$ cat src/rtl/npu_pkg.sv
// Shared types and sizing for the NPU conv1 control path.
package npu_pkg;

  typedef enum logic [2:0] {
    ST_IDLE,
    ST_TRIG,
    ST_WAIT,
    ST_HAND,
    ST_DONE,
    ST_ERR
  } conv1_state_e;

  localparam int CONV1_CHAN    = 10;
  localparam int CONV1_CHAN_W  = 4;
  localparam int CONV1_TIMEOUT = 200000;

endpackage

$ cat src/rtl/conv1_seq_watchdog.sv
// Clear/enable cycle counter whose terminal count marks a stalled conv1 datapath.
module seq_watchdog #(
  parameter int TIMEOUT = 200000,
  parameter int TMO_W   = 18
) (
  input  logic clk,
  input  logic rst,
  input  logic clr,
  input  logic en,
  output logic expired
);

  logic [TMO_W-1:0] count;

  always_ff @(posedge clk or posedge rst) begin
    if (rst)
      count <= '0;
    else if (clr)
      count <= '0;
    else if (en)
      count <= count + TMO_W'(1);
  end

  assign expired = (count == TMO_W'(TIMEOUT - 1));

endmodule

$ cat src/rtl/conv1_seq.sv
// Channel sequencer: triggers a conv1 pass, checks channel order and hands each
// finished channel buffer to the downstream consumer over valid/ready.
module conv1_seq
  import npu_pkg::*;
#(
  parameter int CHAN    = CONV1_CHAN,
  parameter int CHAN_W  = CONV1_CHAN_W,
  parameter int TIMEOUT = CONV1_TIMEOUT,
  parameter int TMO_W   = 18
) (
  input  logic              clk,
  input  logic              rst,
  input  logic              start,
  input  logic              abort,
  output logic              busy,
  output logic              done,
  output logic              err_timeout,
  output logic              err_order,
  output logic              err_overrun,
  output logic              conv_trigger,
  input  logic              conv_valid,
  input  logic [CHAN_W-1:0] conv_chan,
  output logic              cons_valid,
  output logic [CHAN_W-1:0] cons_chan,
  output logic              cons_last,
  input  logic              cons_ready
);

  localparam logic [CHAN_W-1:0] LAST_CHAN = CHAN_W'(CHAN - 1);

  conv1_state_e      state, state_nxt;
  logic [CHAN_W-1:0] exp_chan, exp_nxt;
  logic              pend, pend_nxt;
  logic              prev_valid;
  logic              rise;
  logic              cv_nxt, cl_nxt;
  logic [CHAN_W-1:0] cc_nxt;
  logic              eto_nxt, eord_nxt, eovr_nxt;
  logic              wd_clr, wd_en, wd_expired;

  assign rise   = conv_valid & ~prev_valid;
  assign wd_clr = (state == ST_TRIG) | ((state == ST_WAIT) & (rise | pend));
  assign wd_en  = (state == ST_WAIT);

  seq_watchdog #(
    .TIMEOUT (TIMEOUT),
    .TMO_W   (TMO_W)
  ) u_watchdog (
    .clk     (clk),
    .rst     (rst),
    .clr     (wd_clr),
    .en      (wd_en),
    .expired (wd_expired)
  );

  always_ff @(posedge clk or posedge rst) begin
    if (rst)
      state <= ST_IDLE;
    else
      state <= state_nxt;
  end

  always_comb begin
    state_nxt = state;
    exp_nxt   = exp_chan;
    pend_nxt  = pend;
    cv_nxt    = cons_valid;
    cc_nxt    = cons_chan;
    cl_nxt    = cons_last;
    eto_nxt   = err_timeout;
    eord_nxt  = err_order;
    eovr_nxt  = err_overrun;
    case (state)
      ST_IDLE, ST_ERR: begin
        if (start) begin
          state_nxt = ST_TRIG;
          eto_nxt   = 1'b0;
          eord_nxt  = 1'b0;
          eovr_nxt  = 1'b0;
        end
      end
      ST_TRIG: begin
        exp_nxt   = '0;
        pend_nxt  = 1'b0;
        state_nxt = ST_WAIT;
      end
      ST_WAIT: begin
        // A pending edge (seen during the previous accept) is judged against the live channel index.
        if (rise | pend) begin
          pend_nxt = 1'b0;
          if (conv_chan == exp_chan) begin
            cv_nxt    = 1'b1;
            cc_nxt    = conv_chan;
            cl_nxt    = (exp_chan == LAST_CHAN);
            state_nxt = ST_HAND;
          end else begin
            eord_nxt  = 1'b1;
            state_nxt = ST_ERR;
          end
        end else if (wd_expired) begin
          eto_nxt   = 1'b1;
          state_nxt = ST_ERR;
        end
      end
      ST_HAND: begin
        if (cons_ready) begin
          cv_nxt = 1'b0;
          if (cons_last) begin
            state_nxt = ST_DONE;
          end else begin
            exp_nxt   = exp_chan + CHAN_W'(1);
            pend_nxt  = rise;
            state_nxt = ST_WAIT;
          end
        end else if (rise) begin
          eovr_nxt  = 1'b1;
          cv_nxt    = 1'b0;
          state_nxt = ST_ERR;
        end
      end
      ST_DONE: state_nxt = ST_IDLE;
      default: state_nxt = ST_IDLE;
    endcase
    if (abort) begin
      state_nxt = ST_IDLE;
      cv_nxt    = 1'b0;
    end
  end

  // Registered outputs are derived from the next state so they line up with it.
  always_ff @(posedge clk or posedge rst) begin
    if (rst) begin
      exp_chan     <= '0;
      pend         <= 1'b0;
      prev_valid   <= 1'b0;
      busy         <= 1'b0;
      done         <= 1'b0;
      conv_trigger <= 1'b0;
      cons_valid   <= 1'b0;
      cons_chan    <= '0;
      cons_last    <= 1'b0;
      err_timeout  <= 1'b0;
      err_order    <= 1'b0;
      err_overrun  <= 1'b0;
    end else begin
      exp_chan     <= exp_nxt;
      pend         <= pend_nxt;
      prev_valid   <= conv_valid;
      busy         <= (state_nxt == ST_TRIG) | (state_nxt == ST_WAIT) | (state_nxt == ST_HAND);
      done         <= (state_nxt == ST_DONE);
      conv_trigger <= (state_nxt == ST_TRIG);
      cons_valid   <= cv_nxt;
      cons_chan    <= cc_nxt;
      cons_last    <= cl_nxt;
      err_timeout  <= eto_nxt;
      err_order    <= eord_nxt;
      err_overrun  <= eovr_nxt;
    end
  end

endmodule

$ cat config.mk
export PLATFORM = sky130hd
export DESIGN_NAME = conv1_seq
export DESIGN_NICKNAME = d
export VERILOG_FILES = /design/src/rtl/npu_pkg.sv /design/src/rtl/conv1_seq_watchdog.sv /design/src/rtl/conv1_seq.sv
export SDC_FILE = /design/constraint.sdc
export NUM_CORES = 1
export LEC_CHECK = 0
export BUFFER_PORTS_ARGS = -buffer_cell sky130_fd_sc_hd__clkbuf_2
export CORE_MARGIN = 3
export CORE_UTILIZATION = 25
export DETAILED_ROUTE_END_ITERATION = 10
export PLACE_DENSITY = 0.5
export REMOVE_ABC_BUFFERS = 1
export SYNTH_ARGS = -nofsm -noshare
export SYNTH_HDL_FRONTEND = slang
export SYNTH_HIERARCHICAL = 1
export SYNTH_SLANG_ARGS = --single-unit
export TNS_END_PERCENT = 50
$ cat constraint.sdc
create_clock -name clk -period 2.6 [get_ports clk]
set_input_delay 0.39 -clock clk [delete_from_list [all_inputs] [get_ports clk]]
set_output_delay 0.39 -clock clk [all_outputs]
set_load 0.01 [all_outputs]
==> Word-level counts from Yosys, hierarchy flattened <==
Cells that the tools add are included.
W data, S select, Z words.
{ "op_classes": {"div": 0, "mux": 34, "n_shift": 0, "n_addsub": 2, "reduce_logical": 15, "magnitude_cmp": 0, "bitwise": 7, "multipliers": 0, "eq_ne": 23} }
{ "ops": {"columns": ["cell", "count"], "rows": [
  ["$mux W18", 2],
  ["$mux W3", 8],
  ["$reduce_and A4 Y1", 5],
  ["$add A18 B1 Y18 const B", 1],
  ["$eq A18 B18 Y1 const B", 1],
  ["$ne A2 B2 Y1 const B", 9],
  ["$mux W1", 15],
  ["$eq A3 B2 Y1 const B", 4],
  ["$pmux W3 S4", 1],
  ["$mux W4", 2],
  ["$pmux W1 S2", 4],
  ["$pmux W4 S2", 1],
  ["$reduce_bool A2 Y1", 4],
  ["$eq A3 B1 Y1 const B", 2],
  ["$eq A3 B3 Y1 const B", 2],
  ["$ne A3 B3 Y1 const B", 2],
  ["$reduce_and A3 Y1", 2],
  ["$reduce_bool A3 Y1", 2],
  ["$add A4 B1 Y4 const B", 1],
  ["$eq A4 B4 Y1", 1],
  ["$eq A4 B4 Y1 const B", 1],
  ["$ne A4 B4 Y1 const B", 1],
  ["$or A1 B1 Y1", 4],
  ["$logic_not A3 Y1", 1],
  ["4 further kinds", 5]
]} }
{ "word_totals": {"n_memories": 0, "latch_bits": 0, "ff_bits": 39, "rom_bits": 0, "ramBits": 0} }

==> Longest topological paths before layout <==
{ "logic_depth": {"word_depth": 9, "mapped_depth": 8} }

==> Cells and area by module <==
Netlist, hierarchy kept.
{ "modules_own_cells": {"columns": ["module", "instances", "cells_per_inst", "area_per_inst_um2"], "rows": [
  ["conv1_seq", 1, 105, 1152.4],
  ["seq_watchdog", 1, 94, 948.4]
]} }

==> Worst setup path before layout <==
Ideal clock, no wire load.
{ "synth_timing": {"path_type": "register to register", "start": "register u_watchdog.count[7]", "end": "register busy", "path_buffers": 0, "path_stages_with_launch": 7, "t_required_ns": 2.493, "t_arrival_ns": 2.087, "period_less_slack_ns": 2.194, "path_slack_ns": 0.406, "cell_sequence": "dfrtp_1 -> or4b_2 -> nor4_1 -> nor2b_1 -> o211a_1 -> nor3b_2 -> a2111oi_4"} }
{ "synth_between": {"elab_chain_len": 8, "word_cells_on_any_way": 10, "cone_classes": "eq/ne: 4; mux: 4; bitwise: 2"} }
{ "synth_rtl": {"columns": ["item", "line", "rtl"], "rows": [
  ["start: declaration", "conv1_seq_watchdog.sv:13", "logic [TMO_W-1:0] count;"],
  ["start signal: assignment", "conv1_seq_watchdog.sv:21", "count <= count + TMO_W'(1);"],
  ["$eq A18 B18 Y1 (*)", "conv1_seq_watchdog.sv:24", "assign expired = (count == TMO_W'(TIMEOUT - 1));"],
  ["via wd_expired", "conv1_seq.sv:39", "logic wd_clr, wd_en, wd_expired;"],
  ["$mux W3 (*)", "conv1_seq.sv:100", "end else if (wd_expired) begin"],
  ["$mux W3 (*)", "conv1_seq.sv:89", "if (rise | pend) begin"],
  ["$pmux W3 S4 (*)", "conv1_seq.sv:73", "case (state)"],
  ["$mux W3 (*)", "conv1_seq.sv:124", "if (abort) begin"],
  ["$eq A3 B1 Y1 / $eq A3 B2 Y1 (equally long branches)", "conv1_seq.sv:149", "busy <= (state_nxt == ST_TRIG) | (state_nxt == ST_WAIT) | (state_nxt == ST_HAND);"],
  ["$or A1 B1 Y1", "conv1_seq.sv:149", null],
  ["$or A1 B1 Y1 (*)", "conv1_seq.sv:149", null],
  ["end signal: assignment", "conv1_seq.sv:149", null],
  ["end: declaration", "conv1_seq.sv:15", "output logic busy,"]
]} }
The timed path passes the listed nets; every way through them passes the cells marked *.
A chain may end at the register's enable or synchronous reset.

==> Worst setup path after layout <==
Ends and elaborated chain as after synthesis.

==> metrics <==
Sink Count 39; effective utilization at floorplan 0.265; pin count of the biggest net entering global routing 22; crit-path max FO 3; CP bufs+invs 1; via/cell ratio roughly 4.8; total number of vias about 1600; total die area roughly 9500 um2; vias in the first global route ~1500; syn avg cell area 10.6 um2; status completed; CP delay by family, top simple AND/OR/NAND/NOR gates; Max Clock Skew around 7.6 ps; post-synthesis simple-gate area fraction 0.241; cts-stage hold buffer count 0; first-pass iteration count of the detailed router 4; post-DR wirelength/cell 13.3 um; ANT cells 0; HP Class input port to async pin; Netlist Area Pre-Place 2100 um2; top cell type's share of synthesized area 0.465; HPWL Detailed ~3.3 mm; RSZ-0062 raised after global routing false; r2r setup slk 210 ps; Worst-Margin Slew between 800 and 900 ps; Ys Warns 6; CP required approximately 2800 ps; Peak Freq approximately 0.42 GHz; Setup Buffers After CTS 0; htree depth 2; Post-synth ARST share 1.00; RR Startpoint u_watchdog/count[7]$_DFFE_PP0P_; fin nets ~240; post-synthesis compound-gate area fraction 0.141; relative slew slack 0.449; multiplexer area fraction after synthesis 0.0369; Crit Path Class flip-flop to flip-flop; Gate Count Post-Synth approximately 200; first-pass GRT wire length 7.65 mm; final count of pins violating max slew 0; number of flops mapped to enable cells by yosys 0; final worst setup slack between 200 and 250 ps; Final Power between 0.001 and 0.0015 W; Fin. Hold Viols 0; PwrDens 520 nW/um2; Synth Register Bits 39; layout cell share with drive strength beyond 1 0.253; crit path cell chain or4b_2 > nor4_1 > buf_4 > nor2b_1 > o211a_1 > nor3b_2 > a2111oi_4; crit path DAT 2580 ps; clk slew on worst S/H paths 90 ps; CP peak stage delay 670 ps; GRT Total Usage 0.0978; clk_lat worst skew a little under 300 ps; Die H 97.7 um; top-count cell post-synth dfrtp_1; period utilisation layout 0.920; CP max stage cell or4b_2; Post-DRT Antenna Nets 0; dpl ws 247 ps; top cells by area, synth dfrtp_1 (46%), nor2_1 (3.8%), xor2_1 (3.8%); IO Pins 22; cell taking the most area after synthesis dfrtp_1; Max Root-Sink Buffers 2; Distinct cells, synth 52; P_leak around 1.1 nW; main combinational cell family by area after synthesis simple AND/OR/NAND/NOR gates; detailed router's first-iteration violation count 131; DRC viols 0; Top FF cell, synth dfrtp_1; antenna violations before repair 0; Tmin final ~2400 ps; remaining global-route overflow 0; FF-to-FF path depth 7; die width 97.7 um; Clk Tree Root Cell clkbuf_8; I/O Buffers 21; CTS resizes 0; P&R area growth vs syn 15.9%; Startpoint Class flip-flop; maxcap violations 0; Core Area 7930 um2; row count 32; CP endpoint kind flip-flop; setup violators final 0; fraction of the mapped netlist area in adder cells 0.0179; maximum vdd drop 0.000173 V; Inserted Clock Buffers 5; routed wire length 4.40 mm; CTS tree built; worst setup path startpoint u_watchdog/count[7]$_DFFE_PP0P_; post-synthesis sequential area ratio 0.465; R2R Path End busy$_DFF_PP0_; gpl congestion just under 0.8; Synth Area in XOR/XNOR 0.0709; Hold Slack about 200 ps; Post-synth top cells dfrtp_1 (39), nor2_1 (21), nand2_1 (12)
where the power goes:
part,switching (W),internal [W]
clock,0.000232,0.000187
combinational,0.000107,0.0000779
sequential,0.0000268,0.000636
logic make-up after synthesis:
kind of cell	Yosys count
xor gates and xnor gates	17
muxes	7
AOI/OAI and AO/OA	38
adders and majority gates	3
buffers and inverters	12
DFF	39
and+or+nand+nor	83
flip-flops by register name, summed over array words and instances (netlist names), 3 cells and up:
signal	cells
exp_chan	4
state	3
cons_chan	4
u_watchdog/count	18
stage by stage:
stage / setup TNS (ps) / std cells / utilization / cell area, um2
after detailed placement: 0 / 323 / 0.296 / 2350
after global routing: 0 / 331 / 0.307 / 2430
after global placement: 0 / 323 / 0.296 / 2350
after CTS: 0 / 331 / 0.307 / 2430
final: 0 / 331 / 0.307 / 2430
after floorplan: -2950 / 194 / - / 2070
final cells by class:
class | count | area, um2
multi-input combinational | 148 | 1070
clock inverter | 3 | 20.0
timing repair buffer | 27 | 150
fill | 853 | 5490
clock buffer | 5 | 68.8
inverter | 7 | 26.3
sequential | 39 | 976
tap | 102 | 128
cells in the final DEF, fill, tap and decap left out, types with 2 or more instances in the layout:
cell        instances
dfrtp_1            39
nor2_1             21
clkbuf_2           21
nand2_1            12
a21oi_1             9
xor2_1              9
xnor2_1             8
o21ai_0             8
inv_1               7
nand3_1             7
buf_4               6
nand2b_1            5
nand4_1             5
clkbuf_8            5
nor2b_1             4
mux2_2              4
nand4b_1            3
a211oi_1            3
o21a_1              3
ha_1                3
or3_2               3
nor3b_2             2
o21ai_2             2
a21o_1              2
mux2_1              2
o211a_1             2
nor4_1              2
and3_1              2
clkinvlp_4          2
or3_1               2
and3_2              2
or4_1               2
per-layer routing:
metal,track usage,share of wire
met2,0.147,0.46
met3,0.0158,0.036
met1,0.138,0.49
met4,0.0415,0.015
met5,0,0
worst max-delay path by stage:
stage / to / slack (ps) / cells past startpoint
after global routing: busy$_DFF_PP0_ / 80 / 7
after detailed placement: busy$_DFF_PP0_ / 250 / 7
after floorplan: u_watchdog/count[17]$_DFFE_PP0P_ / -420 / 6
after CTS: busy$_DFF_PP0_ / 210 / 7
final: busy$_DFF_PP0_ / 210 / 7
after global placement: busy$_DFF_PP0_ / 240 / 7
Note: power is estimated with default switching activity, not from simulation.
